### src/rtl/serial_subtractor_cell.sv
// +--------------------------------------------------------------+
// | Full_Subtractor: one-bit full subtractor, diff = a - b - cin  |
// | Rev 1.0                                                       |
// +--------------------------------------------------------------+
`default_nettype none

module Full_Subtractor (
  input  logic a,
  input  logic b,
  input  logic cin,
  output logic diff,
  output logic borrow
);

  assign diff   = a ^ b ^ cin;
  assign borrow = (~a & b) | (~a & cin) | (b & cin);

endmodule

`default_nettype wire

### src/rtl/serial_subtractor.sv
// +--------------------------------------------------------------+
// | serial_subtractor: LSB-first bit-serial a - b - bin          |
// | Rev 1.0                                                       |
// +--------------------------------------------------------------+
`default_nettype none

module serial_subtractor #(
  parameter int WIDTH = 8,
  parameter int CNT_W = $clog2(WIDTH)
) (
  input  logic             clk,
  input  logic             rst,
  input  logic             in_valid,
  output logic             in_ready,
  input  logic [WIDTH-1:0] a_in,
  input  logic [WIDTH-1:0] b_in,
  input  logic             bin_in,
  output logic             out_valid,
  input  logic             out_ready,
  output logic [WIDTH-1:0] diff_out,
  output logic             borrow_out
);

  typedef enum logic [1:0] {
    IDLE = 2'd0,
    RUN  = 2'd1,
    DONE = 2'd2
  } state_t;

  localparam logic [CNT_W-1:0] LAST_BIT = CNT_W'(WIDTH - 1);

  state_t           state;
  logic [WIDTH-1:0] a_sr;
  logic [WIDTH-1:0] b_sr;
  logic [WIDTH-1:0] d_sr;
  logic             borrow_q;
  logic [CNT_W-1:0] cnt;
  logic             cell_diff;
  logic             cell_borrow;

  Full_Subtractor u_cell (
    .a      (a_sr[0]),
    .b      (b_sr[0]),
    .cin    (borrow_q),
    .diff   (cell_diff),
    .borrow (cell_borrow)
  );

  always_ff @(posedge clk or posedge rst) begin
    if (rst) begin
      state    <= IDLE;
      a_sr     <= '0;
      b_sr     <= '0;
      d_sr     <= '0;
      borrow_q <= 1'b0;
      cnt      <= '0;
    end else begin
      case (state)
        IDLE: begin
          if (in_valid) begin
            a_sr     <= a_in;
            b_sr     <= b_in;
            d_sr     <= '0;
            borrow_q <= bin_in;
            cnt      <= '0;
            state    <= RUN;
          end
        end
        RUN: begin
          // Result bits enter at the MSB so d_sr is aligned after WIDTH shifts.
          a_sr     <= a_sr >> 1;
          b_sr     <= b_sr >> 1;
          d_sr     <= {cell_diff, d_sr[WIDTH-1:1]};
          borrow_q <= cell_borrow;
          if (cnt == LAST_BIT) begin
            state <= DONE;
          end else begin
            cnt <= cnt + 1'b1;
          end
        end
        DONE: begin
          if (out_ready) begin
            state <= IDLE;
          end
        end
        default: state <= IDLE;
      endcase
    end
  end

  assign in_ready   = (state == IDLE);
  assign out_valid  = (state == DONE);
  assign diff_out   = d_sr;
  assign borrow_out = borrow_q;

endmodule

`default_nettype wire

### config.mk
export PLATFORM = sky130hd
export DESIGN_NAME = serial_subtractor
export DESIGN_NICKNAME = d
export VERILOG_FILES = /design/src/rtl/serial_subtractor_cell.sv /design/src/rtl/serial_subtractor.sv
export SDC_FILE = /design/constraint.sdc
export NUM_CORES = 1
export LEC_CHECK = 0
export ABC_CLOCK_PERIOD_IN_PS = 1700
export BUFFER_PORTS_ARGS = -buffer_cell sky130_fd_sc_hd__clkbuf_2
export CORE_ASPECT_RATIO = 1.25
export CORE_MARGIN = 4
export CORE_UTILIZATION = 53
export DETAILED_ROUTE_END_ITERATION = 16
export GPL_ROUTABILITY_DRIVEN = 0
export MAX_ROUTING_LAYER = met4
export PLACE_DENSITY_LB_ADDON = 0.15
export SYNTH_ARGS = -nofsm -noshare
export SYNTH_HDL_FRONTEND = slang
export SYNTH_SLANG_ARGS = --single-unit
### constraint.sdc
create_clock -name clk -period 1.7 [get_ports clk]
set_input_delay 0.34 -clock clk [delete_from_list [all_inputs] [get_ports clk]]
set_output_delay 0.34 -clock clk [all_outputs]
set_load 0.01 [all_outputs]
-- After elaboration in Yosys (flattened, before gate mapping)
Index checks and enable logic that the tools add are counted.
- memory bits (writable): 0
- bits in registers: 30
- word-level logic and storage cells: 42
- memories kept: 0
- input port bits: 21
- output and inout port bits: 11
- bits in read-only memories: 0
- bits in latches: 0
- multipliers: 0
- bitwise operators: 8
- reduce and logical (&&, ||, !) cells: 5
- multiplexer cells: 15
- divide/modulo/power cells: 0
- eq/ne operators: 7
- shift-type cells: 0
- add/sub/neg operators: 1
- order comparisons: 0
- operators by type and width (cell ; number):
    $pmux W8 S2 ; 3
    $mux W8 ; 3
    $mux W2 ; 3
    $mux W3 ; 2
    $ne A2 B2 Y1 const B ; 3
    $pmux W2 S3 ; 1
    $pmux W3 S2 ; 1
    $reduce_and A3 Y1 ; 2
    $add A3 B1 Y3 const B ; 1
    $and A1 B1 Y1 ; 3
    $eq A3 B3 Y1 const B ; 1
    $eq A2 B1 Y1 const B ; 1
    $eq A2 B2 Y1 const B ; 1
    $logic_not A2 Y1 ; 1
    $ne A2 B1 Y1 const B ; 1
    $or A1 B1 Y1 ; 2
    $pmux W1 S2 ; 1
    $reduce_and A2 Y1 ; 1
    $reduce_bool A2 Y1 ; 1
    $xor A1 B1 Y1 ; 2
    $mux W1 ; 1
    $not A1 Y1 ; 1

-- Logic depth before layout (Yosys ltp)
- depth in word-level cells: 5
- gate-level depth with buffers: 5
- depth with buffers taken out: 4

-- Modules after synthesis
Synthesis repeated with hierarchy kept, for this count alone.
- cell total of the unflattened synthesis: 134
- area, all modules: 1503.9 um2
- modules (own cells, without submodules) (module ; cells an instance ; instances ; sequential area each (um2) ; area an instance (um2)):
    serial_subtractor ; 131 ; 1 ; 750.7 ; 1476.4
    Full_Subtractor ; 3 ; 1 ; 0.0 ; 27.5

-- Worst setup path before layout
OpenSTA, ideal clock, no wires.
- kind: register -> register
- from: reg cnt[0]
- to: reg cnt[0]
- setup time: 0.090 ns
- stages on the path, launching flop included: 5
- clock period less this slack: 1.331 ns
- buffers on the path: 0
- required time: 1.610 ns
- path slack: 0.369 ns
- arrival: 1.240 ns
- cells stage by stage: dfrtp_1 > ha_1 > ha_1 > or2_2 > o221ai_1
- word-level cells in the longest chain between the ends: 3
- elaborated cells between the ends (all ways): 6
- classes of those cells: add/sub (1); eq/ne (2); mux (2); reduce/logical (1)
- ends and longest elaborated chain (element ; RTL line ; source):
    start, declared ; serial_subtractor.sv:37 ; logic [CNT_W-1:0] cnt;
    start signal, assigned ; serial_subtractor.sv:78 ; cnt <= cnt + 1'b1;
    $add A3 B1 Y3 or $eq A3 B3 Y1 (tied branches) ; serial_subtractor.sv:78, serial_subtractor.sv:75 ;
    $mux W3 or $ne A2 B2 Y1 (tied branches) ; n/a ;
    $pmux W3 S2 or $reduce_and A3 Y1 (tied branches) ; n/a ;
Several ways; a longest one is shown, not always the timed one. The select of a mux whose other input is x is not followed.
A chain may end at the register's enable or synchronous reset.

-- Worst setup path after layout
- from: reg state[1]
- to: out in_ready
- word-level cells in the longest chain between the ends: 1
- ends and longest elaborated chain (element ; RTL line ; source):
    start, declared ; serial_subtractor.sv:32 ; state_t state;
    start signal, assigned ; serial_subtractor.sv:51 ; state <= IDLE;
    start signal, assigned ; serial_subtractor.sv:66 ; state <= RUN;
    start signal, assigned ; serial_subtractor.sv:76 ; state <= DONE;
    $logic_not A2 Y1 ; serial_subtractor.sv:91 ; assign in_ready = (state == IDLE);
    end, declared ; serial_subtractor.sv:14 ; output logic in_ready,
Every way passes these cells.

==> flow_metrics.py <==
metrics = {
    "worst_setup_path": {
        "end_kind": "output port",
        "crit_required_ns": 1.36,
        "r2r-start": "cnt[0]$_DFFE_PP0P_",
        "crit_arrival_ns": 1.31,
        "path_max_fanout": 22,
        "path_class": "reg2out",
        "r2r_cells": 4,
        "r2r_end": "cnt[0]$_DFFE_PP0P_",
        "crit_path_start_kind": "flop",
        "ff2ff_setup_slack_ns": 0.19,
    },
    "logic_synthesis": {
        "yosysWarnings": 0,
        "yosys.area.top_type": "dfrtp_1",
        "yosys.area.top_type_share_pct": 51.3,
        "ys_ff_latch": 30,
        "synth.yosys.seq_area_share_pct": 51.3,
        "synth_ff_type": "dfrtp_1",
        "synth_cell_types": 30,
        "synth.net_count": 149,
        "synthArstFlopShare_pct": 100,
        "syn-mean-instance-area_um2": 11.7,
        "synth_most_common_cell": "dfrtp_1",
        "synthTopCellsByArea": "dfrtp_1 51%, a22o_1 5.4%, a222oi_1 4.1%, inv_1 4.1%, o221a_2 3.8%",
        "syn_area_um2": 1460,
        "synth_cells": 125,
        "synthTopCellsByCount": "30 x dfrtp_1, 16 x inv_1, 9 x a22o_1, 7 x nor2b_1, 6 x a222oi_1",
        "synth-edff-count": 0,
    },
    "global_route": {
        "grt_pass1_wl_um": 4970,
        "antenna_found_initial": 0,
        "grt.overflow.total": 0,
        "grt_pass1_vias": 1078,
        "grt_max_degree": 31,
        "grt_usage_pct": 19.8,
    },
    "timing": {
        "fmaxAchievable_mhz": 607,
        "slew-limit-headroom_pct": 69.8,
        "period_share_pct": 97.0,
        "setup_viol": 0,
        "worst_pin_slew_ns": 0.452,
        "finClkSkew_ns": 0.00408,
        "rsz0062_at_grt": "yes",
        "drv_slew": 0,
        "setup_ws_ns": 0.0518,
        "hold_viol_final": 0,
        "min_period_ns": 1.65,
    },
    "drt": {
        "routed_via_density": 5.83,
        "drt_iter0_drc": 72,
        "wl_per_cell_um": 15.3,
        "vias": 1120,
        "drc_errors": 0,
        "finalWirelength_um": 2940,
        "drt_pass1_iterations": 4,
        "ant_nets": 0,
    },
    "floorplanning": {
        "core.rowCount": 21,
        "initial_utilization_pct": 55.2,
        "die_h_um": 66.8,
        "pin_count": 32,
        "die_width_um": 55.0,
        "die_area_um2": 3670,
        "core_um2": 2650,
    },
    "layout": {
        "synthToLayoutAreaGrowth_pct": 15.0,
        "fin_util_pct": 63.4,
        "final_nets": 181,
        "stdcell_area_um2": 1680,
        "filler_cell_count": 215,
        "drive_above_1_share_pct": 33.5,
        "num_antenna_cells": 0,
        "layout.cells.non_filler": 192,
    },
    "clock_network": {
        "clk_pin_slew_ns": 0.09,
        "cts_root_buf": "clkbuf_4",
        "cts_buffer_depth": 2,
        "hold_buffers": 0,
        "postCtsSetupRepairBufs": 0,
        "clock_latency_ns": 0.33,
        "numCtsBuffers": 5,
        "cts.sinks": 30,
        "tritoncts": "done",
        "h-tree-depth": 2,
    },
    "power": {
        "cellLeakagePower_uw": 0.000823,
        "finalPower_uw": 2930,
        "power_density_nw_per_um2": 1740,
        "ir_drop_v": 0.000982,
    },
    "place": {
        "place_inst": 184,
        "hpwl_um": 2040,
        "place_ws_ns": 0.192,
        "placed_cell_area_um2": 1620,
        "io_buffers": 31,
    },
    "hold_path": {
        "worst_hold_path_type": "in2async",
    },
    "run_status": {
        "status": "complete, no violations",
    },
    "run": {
        "maxCapViolCount": 0,
    },
}
kinds of logic after synthesis:
kind of cell	share of synthesized area [%]
compound gates	21.2
buf+inv	8.89
flops	51.3
simple gates	15.6
fa+ha+maj	3.08
per-layer routing:
metal	vias up	GRT usage [%]	wire [µm]
met5	-	-	0
met4	0	11.6	65
met3	10	5.15	195
met2	36	26.8	1360
met1	539	26.4	1320
li1	535	-	-
cells in the final DEF (no fill, tap or decap), types with 2 or more instances in the layout:
master / synthesis / final
nand2_1: 2 / 2
ha_1: 2 / 2
clkbuf_4: 0 / 5
nor4b_1: 4 / 4
a222oi_1: 6 / 6
inv_1: 16 / 16
nand3_1: 3 / 3
nor2_1: 4 / 4
a221oi_1: 4 / 4
a22o_1: 9 / 9
o221a_2: 5 / 5
o221ai_1: 3 / 3
buf_4: 1 / 4
or4b_1: 5 / 5
nand2b_1: 4 / 4
clkbuf_2: 0 / 31
nor2b_1: 7 / 7
dfrtp_1: 30 / 29
worst max path at each step:
stage               slack (ns)  cells after the start             endpoint                  from
floorplan                 0.37                      4   cnt[0]$_DFFE_PP0P_    cnt[0]$_DFFE_PP0P_
global placement          0.28                      2  b_sr[0]$_DFFE_PP0P_  state[1]$_DFFE_PP0P_
detailed placement        0.19                      4   cnt[0]$_DFFE_PP0P_    cnt[0]$_DFFE_PP0P_
CTS                       0.05                      2             in_ready  state[1]$_DFFE_PP0P_
global route             -0.02                      2            out_valid  state[1]$_DFFE_PP0P_
finish                    0.05                      2             in_ready  state[1]$_DFFE_PP0P_
flip-flops by register name, summed over array words and instances, names as in the netlist:
name / flops
b_sr: 8
state: 2
diff_out: 8
a_sr: 8
borrow_out: 1
cnt: 3
per-stage QoR:
step / hold slack (ns) / TNS [ns]
floorplan: 0.431 / 0
global placement: 0.406 / 0
detailed placement: 0.416 / 0
CTS: 0.0390 / 0
global route: 0.0644 / -0.0310
finish: 0.0360 / 0
timing repair:
item / 4_1_cts / 5_1_grt
endpoints found under the setup margin: 2 / 2
hold endpoints to repair: 0 / 0
gates resized for setup: 1 / 0
pin swaps: 0 / 0
critical path: stages, from the launching register on:
cell,delay (ns)
dfrtp_2,0.54
nor2_2,0.25
clkbuf_2,0.18
power breakdown:
part	switching [µW]	total [µW]	internal, µW	leakage [µW]
clock	244	444	200	0.0000353
combinational	638	1250	617	0.000425
sequential	202	1240	1030	0.000363
total	1080	2930	1850	0.000823
cell type report:
type / count / area (µm²) / area share (%)
multi-input cells: 69 / 583 / 34.6
clock inverters: 1 / 5.00 / 0.297
clock buffers: 7 / 55.1 / 3.27
well taps: 34 / 42.5 / 2.53
flip-flops and latches: 30 / 752 / 44.7
inverters: 16 / 60.1 / 3.57
repair buffers: 35 / 185 / 11.0
Note: power is estimated with default switching activity, not from simulation.
